<file path="src/rtl/fineps_ctrl.sv">
// Fine-phase-shift command responder: turns one incr/decr step into one MMCM PSEN/PSDONE transaction.
// Optional build macro FINEPS_SAT_EN: the position saturates at the range ends instead of wrapping.
module fineps_ctrl #(
    parameter int unsigned INT_STEPS_WRAP     = 504,
    parameter int unsigned INT_POS_WIDTH      = 10,
    parameter int unsigned INT_PSDONE_TIMEOUT = 64
) (
    input  logic                     in_fineps_clk,
    input  logic                     in_fineps_rst_n,
    input  logic                     in_fineps_incr,
    input  logic                     in_fineps_decr,
    input  logic                     in_fineps_valid,
    output logic                     out_fineps_dready,
    input  logic                     in_locked,
    output logic                     out_psen,
    output logic                     out_psincdec,
    input  logic                     in_psdone,
    output logic [INT_POS_WIDTH-1:0] out_fineps_pos,
    output logic                     out_fineps_timeout
);

    localparam int unsigned CNT_W = (INT_PSDONE_TIMEOUT > 1) ? $clog2(INT_PSDONE_TIMEOUT) : 1;
    localparam logic [INT_POS_WIDTH-1:0] POS_MAX  = INT_POS_WIDTH'(INT_STEPS_WRAP - 1);
    localparam logic [CNT_W-1:0]         CNT_LAST = CNT_W'(INT_PSDONE_TIMEOUT - 1);

    localparam logic [1:0] S_LOCKWAIT = 2'd0;
    localparam logic [1:0] S_IDLE     = 2'd1;
    localparam logic [1:0] S_PULSE    = 2'd2;
    localparam logic [1:0] S_WAIT     = 2'd3;

    logic [1:0]               state_q;
    logic [1:0]               state_nxt;
    logic [CNT_W-1:0]         cnt_q;
    logic [CNT_W-1:0]         cnt_nxt;
    logic [INT_POS_WIDTH-1:0] pos_nxt;
    logic [INT_POS_WIDTH-1:0] pos_step;
    logic                     dir_nxt;
    logic                     timeout_nxt;
    logic                     blocked;

    // Next position if the pending step completes
    always_comb begin
        pos_step = out_fineps_pos;
        if (out_psincdec) begin
            pos_step = (out_fineps_pos == POS_MAX) ? '0 : out_fineps_pos + 1'b1;
        end else begin
            pos_step = (out_fineps_pos == '0) ? POS_MAX : out_fineps_pos - 1'b1;
        end
    end

    // Steps that would run past a range end are refused in saturating builds
    always_comb begin
        blocked = 1'b0;
`ifdef FINEPS_SAT_EN
        blocked = (in_fineps_incr && (out_fineps_pos == POS_MAX)) ||
                  (in_fineps_decr && (out_fineps_pos == '0));
`else
        blocked = 1'b0;
`endif
    end

    // Next-state and datapath decode; lock loss overrides everything
    always_comb begin
        state_nxt   = state_q;
        cnt_nxt     = cnt_q;
        pos_nxt     = out_fineps_pos;
        dir_nxt     = out_psincdec;
        timeout_nxt = out_fineps_timeout;
        if (!in_locked) begin
            state_nxt = S_LOCKWAIT;
            pos_nxt   = '0;
        end else begin
            case (state_q)
                S_LOCKWAIT: state_nxt = S_IDLE;
                S_IDLE: begin
                    if (in_fineps_valid && out_fineps_dready &&
                        (in_fineps_incr ^ in_fineps_decr) && !blocked) begin
                        dir_nxt   = in_fineps_incr;
                        cnt_nxt   = '0;
                        state_nxt = S_PULSE;
                    end
                end
                S_PULSE: begin
                    cnt_nxt   = cnt_q + 1'b1;
                    state_nxt = S_WAIT;
                end
                S_WAIT: begin
                    if (in_psdone) begin
                        pos_nxt   = pos_step;
                        state_nxt = S_IDLE;
                    end else if (cnt_q == CNT_LAST) begin
                        timeout_nxt = 1'b1;
                        state_nxt   = S_IDLE;
                    end else begin
                        cnt_nxt = cnt_q + 1'b1;
                    end
                end
                default: state_nxt = S_LOCKWAIT;
            endcase
        end
    end

    // State and registered outputs; dready/psen are decoded from the next state
    always_ff @(posedge in_fineps_clk or negedge in_fineps_rst_n) begin
        if (!in_fineps_rst_n) begin
            state_q            <= S_LOCKWAIT;
            cnt_q              <= '0;
            out_fineps_dready  <= 1'b0;
            out_psen           <= 1'b0;
            out_psincdec       <= 1'b0;
            out_fineps_pos     <= '0;
            out_fineps_timeout <= 1'b0;
        end else begin
            state_q            <= state_nxt;
            cnt_q              <= cnt_nxt;
            out_fineps_dready  <= (state_nxt == S_IDLE);
            out_psen           <= (state_nxt == S_PULSE);
            out_psincdec       <= dir_nxt;
            out_fineps_pos     <= pos_nxt;
            out_fineps_timeout <= timeout_nxt;
        end
    end

endmodule
</file>
<file path="config.mk">
export PLATFORM = sky130hd
export DESIGN_NAME = fineps_ctrl
export DESIGN_NICKNAME = d
export VERILOG_FILES = /design/src/rtl/fineps_ctrl.sv
export SDC_FILE = /design/constraint.sdc
export NUM_CORES = 1
export LEC_CHECK = 0
export CAP_MARGIN = 20
export CORE_MARGIN = 2
export CORE_UTILIZATION = 44
export DETAILED_ROUTE_END_ITERATION = 7
export GPL_TIMING_DRIVEN = 1
export HOLD_SLACK_MARGIN = 0.02
export MAX_ROUTING_LAYER = met4
export PLACE_DENSITY = 0.77
export SLEW_MARGIN = 20
export SYNTH_ARGS = -nofsm -noshare
export SYNTH_HDL_FRONTEND = slang
export SYNTH_SLANG_ARGS = --single-unit
</file>
<file path="constraint.sdc">
create_clock -name in_fineps_clk -period 1.9 [get_ports in_fineps_clk]
set_input_delay 0.38 -clock in_fineps_clk [delete_from_list [all_inputs] [get_ports in_fineps_clk]]
set_output_delay 0.38 -clock in_fineps_clk [all_outputs]
set_load 0.03 [all_outputs]
</file>
==> summary.md, run 1 <==
| Metric | Value |
|---|---|
| Worst setup path category | `reg2reg` |
| Core area | `3606 sq um` |
| Count leader, synth | `dfrtp_1` |
| Setup crit start kind | `flip-flop` |
| Remaining DRCs | `0` |
| Tcrit/Tclk final | `0.9700` |
| Post-synth top area share | `0.3385` |
| CP max FO | `4` |
| Stages on the worst setup path | `8` |
| Tmin final | `1843 ps` |
| Switching fraction of total power | `0.2478` |
| DP HPWL | `2907 microns` |
| Number of global-route vias before repair | `1477` |
| Grt ovf | `0` |
| Sw power | `233.7 uW` |
| Number of H-tree levels | `1` |
| Worst hold-check path type | `in2async` |
| WP data arrival | `2010 ps` |
| Area grow syn2layout | `30.00%` |
| First-pass DRT Iterations | `4` |
| Max_slew headroom | `0.7436` |
| Status | `complete, no violations` |
| Crit end category | `flip-flop` |
| GP Congestion | `0.9420` |
| # rows | `22` |
| Largest net degree at the start of global routing | `23` |
| Die height | `64.80 microns` |
| Cell taking the most area after synthesis | `dfrtp_1` |
| Cells on worst reg2reg path | `8` |
| Top post-synthesis cells by count | `dfrtp_1, nand2_1, nor2_1` |
| Vias | `around 1600` |
| DP Cell Count | `263` |
| CP required | `~2100 ps` |
| Core Util, Final | `0.5864` |
| WHS | `450.1 ps` |
| Tot GR Track Use | `0.2155` |
| Critical Path Slowest Stage Cell | `dfrtp_2` |
| Die Area | `~4200 sq um` |
| Worst path top cell family by delay | `simple AND/OR/NAND/NOR gates` |
| Port buffer count | `20` |
| Internal power | `709.2 uW` |
| Most used cell, CP | `nand2_1` |
| Clock slew at reported path FFs | `~90 ps` |
| Routed WL | `4117 microns` |
| Peak supply drop | `392.3 uV` |
| IO Count | `21` |
| Num CTS Buffers | `3` |
| FMAX | `roughly 540 MHz` |
| Post-CTS Hold Buffers | `0` |
| Power Density | `around 450 nW/um^2` |
| Max Root-Sink Buffers | `2` |
| Clk_skew | `just over 10 ps` |
| First-pass GRT wire length | `6789 microns` |
| Die X | `64.80 microns` |
| Syn_nets | `196` |
| Fin. Hold Viols | `0` |
| Synth cell types | `57` |
| Syn_area_per_cell | `between 8 and 9 sq um` |
| Finished Layout Cells | `between 200 and 300` |
| #FFs+latches synth | `22` |
| Logic pwr share | `0.116` |
| EDFF count, synth | `0` |
| DR iter-0 viols | `130` |
| Clk pwr share | `0.376` |
| Top cells by area, synth | `dfrtp_1, ha_1, o21ai_0` |
| Layout cell share with drive strength beyond 1 | `0.2364` |
| Sink Count | `22` |
| Final ANT Viol Nets | `0` |
| Initial Util | `0.4511` |
| Slew Limit Fails | `0` |
| CTS tree | `yes` |
| Final setup violation count | `0` |
| Yosys warnings | `0` |
| Syn Inst Count | `182` |
| Final nets | `235` |
| CTS root buf | `clkbuf_8` |
| Worst Tran Pin Value | `approximately 380 ps` |
| Post-Syn Area | `1627 sq um` |
| Worst path bufs/invs | `2` |
| Asr flop ratio synth | `1.000` |
| Ys flop type | `dfrtp_1` |
| Initial antenna violation count | `0` |
| Max Cap Viol | `0` |
| Seq pwr share | `0.508` |
| Register area share after synthesis | `0.3385` |
| Sequence of cells on the critical path | `inv_2, ha_2, buf_4, or3b_4, o31ai_2, nand2_1, o221ai_2, nand2_1` |
| CP peak stage delay | `around 440 ps` |
| LEAKAGE | `~0.00095 uW` |
| Routed wire per std cell | `15.36 microns` |
| Antenna diode count | `0` |
| Worst-Skew Late Latency | `~270 ps` |
| Via density | `5.858` |
## per-stage QoR
| step | worst slack (ps) | power, uW | TNS [ps] | area, sq um |
|---|---|---|---|---|
| after global routing | -45.38 | 981.9 | -45.38 | 2115 |
| final | 57.06 | 942.8 | 0 | 2115 |
| after floorplan | 101.1 | 536.8 | 0 | 1629 |
| after CTS | 0.1383 | 953.8 | 0 | 2053 |
| after global placement | -39.22 | 595.0 | -47.91 | 1997 |
| after detailed placement | -74.74 | 597.2 | -102.4 | 1997 |
## power by group through the flow
stage | sequential [uW] | clock [uW] | combinational [uW]
2_1_floorplan | 492 | 0 | 44.7
3_3_place_gp | 487 | 0 | 108
3_5_place_dp | 488 | 0 | 109
4_1_cts | 479 | 366 | 109
5_1_grt | 480 | 383 | 120
6_report | 479 | 355 | 109
## worst reg2reg max path, cell delays in order (launching register included)
cell	delay, ps
dfrtp_2	440
inv_2	70
ha_2	170
buf_4	110
or3b_4	380
o31ai_2	230
nand2_1	110
o221ai_2	170
nand2_1	60
## registers in the layout, summed over array words and instances, names as in the netlist
signal              cells
out_fineps_pos         10
cnt_q                   6
state_q                 2
out_fineps_dready       1
out_fineps_timeout      1
out_psen                1
out_psincdec            1
## logic make-up (layout without fill, tap and decap cells)
| kind of cell | after synthesis | count (layout) | synth area share |
|---|---|---|---|
| AO/OA/AOI/OAI | 53 | 53 | 0.2223 |
| buffers and inverters | 17 | 55 | 0.05385 |
| XOR/XNOR | 7 | 7 | 0.03769 |
| AND/OR/NAND/NOR | 73 | 73 | 0.2738 |
| adder cells (fa/ha/maj) | 7 | 7 | 0.05384 |
| multiplexers | 3 | 3 | 0.02000 |
| flip-flops | 22 | 22 | 0.3385 |
## cells in the final DEF, fill, tap and decap left out, drive strengths merged, types with 2 or more instances in the layout
master,netlist,routed
nand2,16,16
clkbuf,2,4
dfrtp,22,22
o21ai,15,15
o31ai,6,6
xnor2,6,6
o22ai,2,2
o2111ai,3,3
buf,7,23
a31oi,5,5
o21a,2,2
a21oi,5,5
ha,7,7
nand4,4,4
dlymetal6s2s,0,5
nor2,16,16
inv,8,8
nor4,3,3
nand3,5,5
and3,6,6
clkdlybuf4s50,0,15
nor4b,4,4
mux2,2,2
and4,2,2
nor3b,2,2
nor3,4,4
a41oi,2,2
nor2b,3,3
nand2b,2,2
## routing by layer
layer	track usage	vias to the layer above	part of all wire
li1	-	762	-
met1	0.2599	753	0.44
met2	0.3660	50	0.50
met3	0.03646	5	0.047
met4	0.07181	0	0.0097
met5	-	-	0
## worst paths after layout
path,startpoint,endpoint,slack [ps]
worst min register to register,out_fineps_timeout$_DFFE_PN0P_,out_fineps_timeout$_DFFE_PN0P_,480
worst max register to register,out_fineps_pos[1]$_DFFE_PN0P_,out_fineps_pos[6]$_DFFE_PN0P_,60
max in group asynchronous,in_fineps_rst_n,out_fineps_pos[0]$_DFFE_PN0P_,1200
worst min-delay path,in_fineps_rst_n,out_fineps_pos[7]$_DFFE_PN0P_,450
worst max-delay path,out_fineps_pos[1]$_DFFE_PN0P_,out_fineps_pos[6]$_DFFE_PN0P_,60
min in group in_fineps_clk,out_fineps_timeout$_DFFE_PN0P_,out_fineps_timeout$_DFFE_PN0P_,480
## cell type report
| type | count | area (sq um) |
|---|---|---|
| fill | 317 | 1491 |
| multi-input combinational | 143 | 1030 |
| sequential | 22 | 554.3 |
| timing repair buffer | 43 | 385.4 |
| tap | 48 | 60.06 |
| clock buffer | 4 | 55.05 |
| inverter | 8 | 30.03 |
## what timing repair did
item	in CTS	in global routing
cloned	0	0
endpoints found under the setup margin	2	12
resized for setup	1	15
pin swaps	0	1
buffers inserted	0	1
Note: power is estimated with default switching activity, not from simulation.
==> inputs of run 2 (changes only) <==
--- a/config.mk
+++ b/config.mk
@@ -7,12 +7,11 @@
 export LEC_CHECK = 0
 export CAP_MARGIN = 20
 export CORE_MARGIN = 2
-export CORE_UTILIZATION = 44
+export CORE_UTILIZATION = 55
 export DETAILED_ROUTE_END_ITERATION = 7
 export GPL_TIMING_DRIVEN = 1
 export HOLD_SLACK_MARGIN = 0.02
-export MAX_ROUTING_LAYER = met4
-export PLACE_DENSITY = 0.77
+export PLACE_DENSITY = 0.9
 export SLEW_MARGIN = 20
 export SYNTH_ARGS = -nofsm -noshare
 export SYNTH_HDL_FRONTEND = slang
==> run 2 against run 1 <==
  * Clock-buffer cell count is the same
  * Fmax shrank 1.4%
  * Register-to-register slack lost 30 ps
  * Sequential cell count is the same
  * Via count grew 7.6%
  * Final cell count shrank 6.3%
  * Global-route usage grew 6.1 points
==> summary.md, run 2 (synthesis gave the netlist of run 1 again) <==
| Metric | Value |
|---|---|
| Max reg flops | `10 (unchanged)` |
| Setup crit start kind | `flip-flop` |
| Final setup violation count | `0 (unchanged)` |
| Area after DPL | `1968 sq um (-1.4%)` |
| Routed wire per std cell | `18.69 microns (+22%)` |
| WHS | `385.2 ps (-64.97 ps)` |
| GP Congestion | `0.9629 (+2.2%)` |
| Post-route design area | `2098 sq um (-0.77%)` |
| CP max FO | `4 (unchanged)` |
| Fin Setup TNS | `0 ps (unchanged)` |
| Fin. Hold Viols | `0 (unchanged)` |
| Number of global-route vias before repair | `1629 (+10%)` |
| Power Density | `407.9 nW/um^2 (-8.5%)` |
| Clock slew at reported path FFs | `130 ps (+40 ps)` |
| Post-CTS Hold Buffers | `0 (unchanged)` |
| Initial antenna violation count | `0 (unchanged)` |
| Vias | `1690 (+7.6%)` |
| Pwr Total | `855.9 uW (-9.2%)` |
| Die X | `58.38 microns (-9.9%)` |
| Max_slew headroom | `0.7142 (-0.02936)` |
| Peak supply drop | `436.9 uV (+11%)` |
| Filler instances | `197 (-38%)` |
| # rows | `19 (-14%)` |
| DR iter-0 viols | `136 (+4.6%)` |
| Biggest regs | `out_fineps_pos (10), cnt_q (6), state_q (2)` |
| CP peak stage delay | `460 ps (+20 ps)` |
| Initial Util | `0.5848 (+0.1337)` |
| Worst Tran Pin Value | `428.7 ps (+46.12 ps)` |
| Max Cap Viol | `0 (unchanged)` |
| CTS root buf | `clkbuf_4` |
| Most common cell after layout, fill and taps aside | `buf_4` |
| Worst hold-check path type | `in2async` |
| Final nets | `235 (unchanged)` |
| Tmin final | `1870 ps (+26.92 ps)` |
| DP HPWL | `3270 microns (+12%)` |
| Routed WL | `4691 microns (+14%)` |
| Remaining DRCs | `0 (unchanged)` |
| LEAKAGE | `0.0009469 uW (-0.67%)` |
| Worst setup path category | `reg2reg` |
| Final ANT Viol Nets | `0 (unchanged)` |
| Port buffer count | `20 (unchanged)` |
| Most used cell, CP | `nand2_1` |
| Max Root-Sink Buffers | `2 (unchanged)` |
| Worst-Skew Late Latency | `320 ps (+50 ps)` |
| Antenna diode count | `0 (unchanged)` |
| IO Count | `21 (unchanged)` |
| Via density | `6.733 (+15%)` |
| Grt ovf | `0 (unchanged)` |
| CP required | `2130 ps (+60 ps)` |
| Die Area | `3408 sq um (-19%)` |
| RSZ-0062 raised after global routing | `yes` |
| WP data arrival | `2100 ps (+90 ps)` |
| Core area | `2781 sq um (-23%)` |
| Number of H-tree levels | `1 (unchanged)` |
| Crit end category | `flip-flop` |
| Die height | `58.38 microns (-9.9%)` |
| Reg with most FFs | `out_fineps_pos` |
| First-pass GRT wire length | `7189 microns (+5.9%)` |
| Sink Count | `22 (unchanged)` |
| Status | `complete, no violations` |
| FMAX | `534.8 MHz (-1.4%)` |
| Area grow syn2layout | `29.00%` |
| Largest net degree at the start of global routing | `23 (unchanged)` |
| Tot GR Track Use | `0.2767 (+0.06113)` |
| First-pass DRT Iterations | `4 (unchanged)` |
| Num CTS Buffers | `3 (unchanged)` |
| Layout cell share with drive strength beyond 1 | `0.2455 (+0.009091)` |
| Cells on worst reg2reg path | `8 (unchanged)` |
| Slew Limit Fails | `0 (unchanged)` |
| Tcrit/Tclk final | `0.9841 (+0.01417)` |
| CTS tree | `yes` |
| Sequence of cells on the critical path | `inv_2, ha_2, buf_4, or3b_4, o31ai_2, nand2_1, o221ai_2, nand2_1` |
| Most frequent cells in the layout | `buf_4, dfrtp_1, nor2_1` |
| Critical Path Slowest Stage Cell | `dfrtp_2` |
| Clk_skew | `17.02 ps (+6.746 ps)` |
-- run 2: final timing paths --
check	slack [ps]	startpoint	endpoint
setup / recovery	30	out_fineps_pos[0]$_DFFE_PN0P_	out_fineps_pos[6]$_DFFE_PN0P_
min in group in_fineps_clk	480	out_fineps_timeout$_DFFE_PN0P_	out_fineps_timeout$_DFFE_PN0P_
max in group asynchronous	1230	in_fineps_rst_n	out_fineps_pos[0]$_DFFE_PN0P_
hold reg to reg	480	out_fineps_timeout$_DFFE_PN0P_	out_fineps_timeout$_DFFE_PN0P_
setup reg to reg	30	out_fineps_pos[0]$_DFFE_PN0P_	out_fineps_pos[6]$_DFFE_PN0P_
hold / removal	390	in_fineps_rst_n	out_fineps_pos[8]$_DFFE_PN0P_
-- run 2: repair_timing --
item,CTS,global route
resized for setup,10,15
endpoints found under the setup margin,8,14
pin swaps,0,1
setup buffers,0,2
-- run 2: metrics by stage --
stage | setup WS, ps | instances | util
after CTS | 5.352 | 249 | 0.7229
final | 30.14 | 251 | 0.7544
after floorplan | 101.1 | 182 | -
after detailed placement | -85.69 | 245 | 0.7076
after global placement | -23.52 | 245 | 0.7076
after global routing | -103.5 | 251 | 0.7544
-- run 2: cell type report --
class	instances	area, sq um	area share
Inverter	8	30.03	0.01431
Sequential cell	22	554.3	0.2642
Tap cell	31	38.79	0.01849
Multi-Input combinational cell	143	1070	0.5098
Timing Repair Buffer	43	369.1	0.1759
Clock buffer	4	36.28	0.01729
-- run 2: routing by layer --
metal,track usage,vias to the layer above,routed length [microns],share of wire
li1,-,767,-,-
met1,0.3376,830,1930,0.41
met2,0.4976,82,2368,0.50
met3,0.03297,11,307,0.065
met4,0.1030,0,85,0.018
met5,0,-,0,0
-- run 2: power by group --
group          switching [uW]  internal (uW)
Clock                     148            117
Combinational            61.0           50.0
Sequential               6.29            473
-- run 2: worst max-delay path, delay by kind of cell, from the launching register on --
| family | cells | cell delay (ps) |
|---|---|---|
| compound gates | 2 | 380 |
| simple gates | 3 | 550 |
| fa+ha+maj | 1 | 200 |
| flops | 1 | 460 |
| buf+inv | 2 | 200 |
==> inputs of run 3 (changes only) <==
--- a/config.mk
+++ b/config.mk
@@ -7,11 +7,11 @@
 export LEC_CHECK = 0
 export CAP_MARGIN = 20
 export CORE_MARGIN = 2
-export CORE_UTILIZATION = 55
+export CORE_UTILIZATION = 50
 export DETAILED_ROUTE_END_ITERATION = 7
 export GPL_TIMING_DRIVEN = 1
 export HOLD_SLACK_MARGIN = 0.02
-export PLACE_DENSITY = 0.9
+export PLACE_DENSITY = 0.87
 export SLEW_MARGIN = 20
 export SYNTH_ARGS = -nofsm -noshare
 export SYNTH_HDL_FRONTEND = slang
==> constraint.sdc (replaced) <==
create_clock -name in_fineps_clk -period 1.7 [get_ports in_fineps_clk]
set_input_delay 0.34 -clock in_fineps_clk [delete_from_list [all_inputs] [get_ports in_fineps_clk]]
set_output_delay 0.34 -clock in_fineps_clk [all_outputs]
set_load 0.03 [all_outputs]
==> run 3 against run 2 <==
  * The flow now finishes with violations (setup timing)
  * Utilization up 6.0 points
  * Register-to-register slack worse by 160 ps
  * Via count up 7.6%
  * Final area up 19%
  * Total power up 21%
  * Largest cell class unchanged
  * Highest routed layer unchanged
==> summary.md, run 3 (synthesis gave the netlist of run 1 again) <==
| Metric | Value |
|---|---|
| Max reg flops | `10 (unchanged)` |
| WP data arrival | `2050 ps (-50 ps)` |
| Fin. Hold Viols | `0 (unchanged)` |
| Area after DPL | `2122 sq um (+7.8%)` |
| Post-CTS Hold Buffers | `0 (unchanged)` |
| Max Root-Sink Buffers | `2 (unchanged)` |
| Most common cell after layout, fill and taps aside | `buf_4` |
| Num CTS Buffers | `3 (unchanged)` |
| Crit end category | `flip-flop` |
| Remaining DRCs | `0 (unchanged)` |
| Routed WL | `5735 microns (+22%)` |
| Worst-Skew Late Latency | `320 ps (about the same)` |
| Via density | `6.205 (-7.8%)` |
| Post-place setup slack | `-243.7 ps (-158.0 ps)` |
| Peak supply drop | `344.5 uV (-21%)` |
| CTS root buf | `clkbuf_4` |
| Routed wire per std cell | `19.57 microns (+4.7%)` |
| Sink Count | `22 (unchanged)` |
| Clk_skew | `8.863 ps (-8.162 ps)` |
| # rows | `20 (+1)` |
| CP max FO | `3 (-1)` |
| Biggest regs | `out_fineps_pos (10), cnt_q (6), state_q (2)` |
| RSZ-0062 raised after global routing | `yes` |
| IO Count | `21 (unchanged)` |
| Final ANT Viol Nets | `0 (unchanged)` |
| Tcrit/Tclk final | `1.074 (+0.08942)` |
| Antenna diode count | `0 (unchanged)` |
| Number of global-route vias before repair | `1692 (+3.9%)` |
| Max_slew headroom | `0.7502 (+0.03599)` |
| LEAKAGE | `0.001116 uW (+18%)` |
| Port buffer count | `20 (unchanged)` |
| Initial Util | `0.5285 (-0.05634)` |
| Max Cap Viol | `0 (unchanged)` |
| Worst hold-check path type | `in2async` |
| Worst Tran Pin Value | `373.3 ps (-55.37 ps)` |
| Setup crit start kind | `flip-flop` |
| Final setup violation count | `9 (+9)` |
| DR iter-0 viols | `137 (+0.74%)` |
| Status | `complete, but fails checks` |
| Tot GR Track Use | `0.2794 (+0.002721)` |
| Number of H-tree levels | `1 (unchanged)` |
| Cells on worst reg2reg path | `7 (-1)` |
| FMAX | `547.9 MHz (+2.5%)` |
| Reg with most FFs | `out_fineps_pos` |
| Clock slew at reported path FFs | `140 ps (about the same)` |
| CP required | `1920 ps (-210 ps)` |
| First-pass DRT Iterations | `4 (unchanged)` |
| Initial antenna violation count | `0 (unchanged)` |
| Vias | `1818 (+7.6%)` |
| Layout cell share with drive strength beyond 1 | `0.4458 (+0.2003)` |
| Final nets | `264 (+12%)` |
| GP Congestion | `0.8993 (-6.6%)` |
| First-pass GRT wire length | `7714 microns (+7.3%)` |
| Grt ovf | `0 (unchanged)` |
| Slew Limit Fails | `0 (unchanged)` |
| Filler instances | `179 (-9.1%)` |
| Worst setup path category | `reg2reg` |
| Die height | `61.04 microns (+4.5%)` |
| Tmin final | `1825 ps (-44.81 ps)` |
| Area grow syn2layout | `54.15%` |
| CTS tree | `yes` |
| Power Density | `412.4 nW/um^2 (+1.1%)` |
| Violated checks | `setup timing` |
| Final worst slack | `-125.1 ps (-155.2 ps)` |
| Die X | `61.04 microns (+4.5%)` |
| DP HPWL | `3164 microns (-3.2%)` |
| Largest net degree at the start of global routing | `23 (unchanged)` |
| Most frequent cells in the layout | `buf_4, dfrtp_1, nor2_1` |
| Core area | `3078 sq um (+11%)` |
| Die Area | `3725 sq um (+9.3%)` |
| Post-route design area | `2507 sq um (+19%)` |
## run 3: final timing paths
path                                                      from                        endpoint  slack (ps)
worst max-delay path                      state_q[1]$_DFF_PN0_            cnt_q[3]$_DFFE_PN0P_        -130
worst min-delay path                           in_fineps_rst_n   out_fineps_pos[6]$_DFFE_PN0P_         360
worst max register to register            state_q[1]$_DFF_PN0_            cnt_q[3]$_DFFE_PN0P_        -130
worst min register to register  out_fineps_timeout$_DFFE_PN0P_  out_fineps_timeout$_DFFE_PN0P_         510
max in group asynchronous                      in_fineps_rst_n        out_psincdec$_DFFE_PN0P_        1070
min in group in_fineps_clk      out_fineps_timeout$_DFFE_PN0P_  out_fineps_timeout$_DFFE_PN0P_         510
## run 3: worst max-delay path, cell delays in order, from the launching register on
cell and delay (ps):
dfrtp_1 450, inv_2 100, ha_4 280, buf_6 120, o2111ai_4 140, nor4b_4 390
xnor2_1 180, nor2_1 80
## run 3: what timing repair did
action                                  in CTS  in global routing
endpoints found under the hold margin        0                  0
endpoints found under the setup margin      26                 19
gates resized for setup                     27                 48
pin swaps                                    1                 23
setup buffers                                3                 12
## run 3: area by class of cell
type                    instances  area, sq um  area share
well taps                      44        55.05     0.02196
clock buffers                   4        36.28     0.01447
repair buffers                 72        576.8      0.2300
inverters                       8        32.53     0.01297
flip-flops and latches         22        558.0      0.2226
multi-input cells             143         1249      0.4980
## run 3: metal layers
layer  part of all wire  wire length, microns  vias up  track usage
met4              0.059                   336        0       0.1242
li1                   -                     -      823            -
met1               0.37                  2111      866       0.3395
met2               0.53                  3023       90       0.4970
met5                  0                     0        -            0
met3              0.046                   263       39      0.02941
## run 3: through the flow
step / setup TNS, ps / total power [uW] / std cells / utilization / hold slack, ps
after floorplan: -60.29 / 600.0 / 182 / - / 44.41
after global placement: -1107 / 668.5 / 274 / 0.6894 / 462.8
after detailed placement: -1830 / 672.1 / 274 / 0.6894 / 456.4
after CTS: -41.70 / 978.6 / 281 / 0.7268 / 368.1
after global routing: -1271 / 1067 / 293 / 0.8146 / 381.2
final: -523.4 / 1034 / 293 / 0.8146 / 359.7
## run 3: power breakdown
part	internal, uW	switching [uW]
clock	131	180
combinational	88.8	95.8
sequential	529	9.37
==> edit: new RTL, settings of run 1 <==
Set the parameter `INT_STEPS_WRAP` to 378 (it was 504).
--- a/src/rtl/fineps_ctrl.sv
+++ b/src/rtl/fineps_ctrl.sv
@@ -2,5 +2,5 @@
 // Optional build macro FINEPS_SAT_EN: the position saturates at the range ends instead of wrapping.
 module fineps_ctrl #(
-    parameter int unsigned INT_STEPS_WRAP     = 504,
+    parameter int unsigned INT_STEPS_WRAP     = 378,
     parameter int unsigned INT_POS_WIDTH      = 10,
     parameter int unsigned INT_PSDONE_TIMEOUT = 64
Formal check against the unedited RTL: not equivalent (Yosys sat finds a counterexample within 10 cycles, from zero or initial values and one cycle with in_fineps_rst_n low).
==> edit against run 1 <==
- the flow now finishes with violations (setup timing)
- final area shrank 2.4%
- synthesized area decreased by 4.3%
- non-clock buffer count up 4
- worst setup slack worse by 0.28 ns
- maximum frequency decreased by 13%
- sequential cell count unchanged
- power up 1.8%
- routed wire length increased by 1.0%
- critical path type unchanged
==> edit: results (changes against run 1) <==
- Ant diodes: 0 (unchanged)
- Critical R2R Capture: out_fineps_pos[9]
- Worst VDD drop: 0.507 mV (+29%)
- Vias in the first global route: 1522 (+3.0%)
- Wire per inst: 15.2 um (-0.83%)
- Vias per cell: 5.80 (-0.96%)
- Nets@finish: 243 (+3.4%)
- Critical-path top delay cell: or4_4
- R2R Path Start: out_fineps_pos[1]
- Most common cell after layout, fill and taps aside: buf_4
- Overall Global Routing Usage: 21.6% (+0.076 points)
- Status: complete, but fails checks
- Top flop regs: out_fineps_pos (10), cnt_q (6), state_q (2)
- Commonest cells in the netlist: 22 x dfrtp_1, 19 x nand2_1, 15 x nor2_1, 13 x nand3_1, 10 x inv_1
- Critical path peak fanout: 2 (-2)
- Synth area leaders: dfrtp_1 35%, ha_1 6.4%, nand2_1 4.6%
- Final setup fails: 7 (+7)
- Largest net degree at the start of global routing: 23 (unchanged)
- Net Count, Synth: 201 (+2.6%)
- Post-DP HPWL: 2970 um (+2.1%)
- First-pass GRT wire length: 6730 um (-0.91%)
- Unique masters post-synth: 44 (-23%)
- Clock-pin slew on the worst setup and hold paths: 0.13 ns (+0.04 ns)
- Arrival time worst endpoint: 2.33 ns (+0.32 ns)
- GP Congestion: 0.952 (+1.1%)
- Relative slew slack: 62.6% (-12 points)
- Worst Skew: 0.00877 ns (-0.00151 ns)
- Share of cells above drive strength 1: 22.5% (-1.2 points)
- Clk_lat worst skew: 0.31 ns (+0.04 ns)
- Critical Path Max Stage Delay: 0.51 ns (+0.07 ns)
- Post-synth ARST share: 100% (unchanged)
- Layout fillers: 327 (+3.2%)
- Starting DRC count in detailed routing: 107 (-18%)
- Failing checks: setup timing
- Seq/Total Area, Yosys: 35.4% (+1.5 points)
- Worst-case reg-to-reg path depth: 7 (-1)
- Cts bufs inserted: 3 (unchanged)
- Setup CP Type: register to register
- Leakage power: 1.03 nW (+8.1%)
- Root buf cell: clkbuf_4
- Final WS setup: -0.219 ns (-0.276 ns)
==> edit: cell types whose count changed after synthesis, sizes merged, moves of 3 or more <==
cell,before,now
clkbuf,2,8
a221oi,0,3
nor4b,4,0
nand3,5,13
o31ai,6,1
buf,7,2
xor2,1,5
a31oi,5,8
xnor2,6,1
nand2,16,19
o21ai,15,9
==> edit: area by class of cell <==
| type | instances | area share [%] |
|---|---|---|
| flip-flops and latches | 22 | 26.9 |
| well taps | 46 | 2.79 |
| inverters | 10 | 1.82 |
| clock buffers | 4 | 1.76 |
| multi-input cells | 144 | 47.6 |
| repair buffers | 47 | 19.1 |
==> edit: how the worst min path moves through the flow <==
stage                         end  cells after the start  slack (ns)
4_1_cts         out_fineps_pos[3]                      2        0.40
6_report        out_fineps_pos[3]                      2        0.40
2_1_floorplan            cnt_q[0]                      0        0.08
3_5_place_dp   out_fineps_timeout                      1        0.49
5_1_grt         out_fineps_pos[3]                      2        0.42
3_3_place_gp   out_fineps_timeout                      1        0.46
==> edit: where the power goes <==
part | leakage (nW) | internal, mW | switching [mW]
combinational | 0.713 | 0.0839 | 0.113
sequential | 0.296 | 0.478 | 0.0232
clock | 0.0210 | 0.117 | 0.144
==> edit: timing repair <==
item	in CTS	in global routing
pin swaps	0	4
endpoints found under the setup margin	16	15
gates resized for setup	11	13
setup buffers	0	1
gates cloned	0	0
==> edit: stage by stage <==
step	cell area (um^2)	cells	setup WS [ns]	setup TNS, ns	util [%]
floorplan	1570	186	-0.291	-0.972	-
CTS	2010	272	-0.218	-0.908	59.6
finish	2060	273	-0.219	-0.861	61.4
global placement	1970	268	-0.203	-0.759	58.7
global route	2060	273	-0.301	-1.67	61.4
detailed placement	1970	268	-0.228	-1.01	58.7
==> edit: cell families (layout without fill, tap and decap cells) <==
group | after synthesis | in the layout | share of synthesized area, %
AOI/OAI and AO/OA | 45 | 45 | 19.7
xor gates and xnor gates | 6 | 6 | 3.38
adders and majority gates | 8 | 8 | 6.43
buffers and inverters | 20 | 61 | 5.39
DFF | 22 | 22 | 35.4
muxes | 5 | 5 | 3.38
and+or+nand+nor | 80 | 80 | 26.4
==> edit: worst max-delay path: cells and delay by family, from the launching register on <==
kind,cells,cell delay [ns]
and+or+nand+nor,3,1.02
DFF,1,0.42
AOI/OAI and AO/OA,2,0.41
adders and majority gates,1,0.12
buffers and inverters,1,0.05
==> edit: routing by layer <==
metal  vias up  track usage (%)  share of wire, %
li1        770                -                 -
met1       758             26.1                45
met2        47             34.3                49
met3         9             4.64               4.2
met4         0             10.6               2.0
met5         -                -                 0
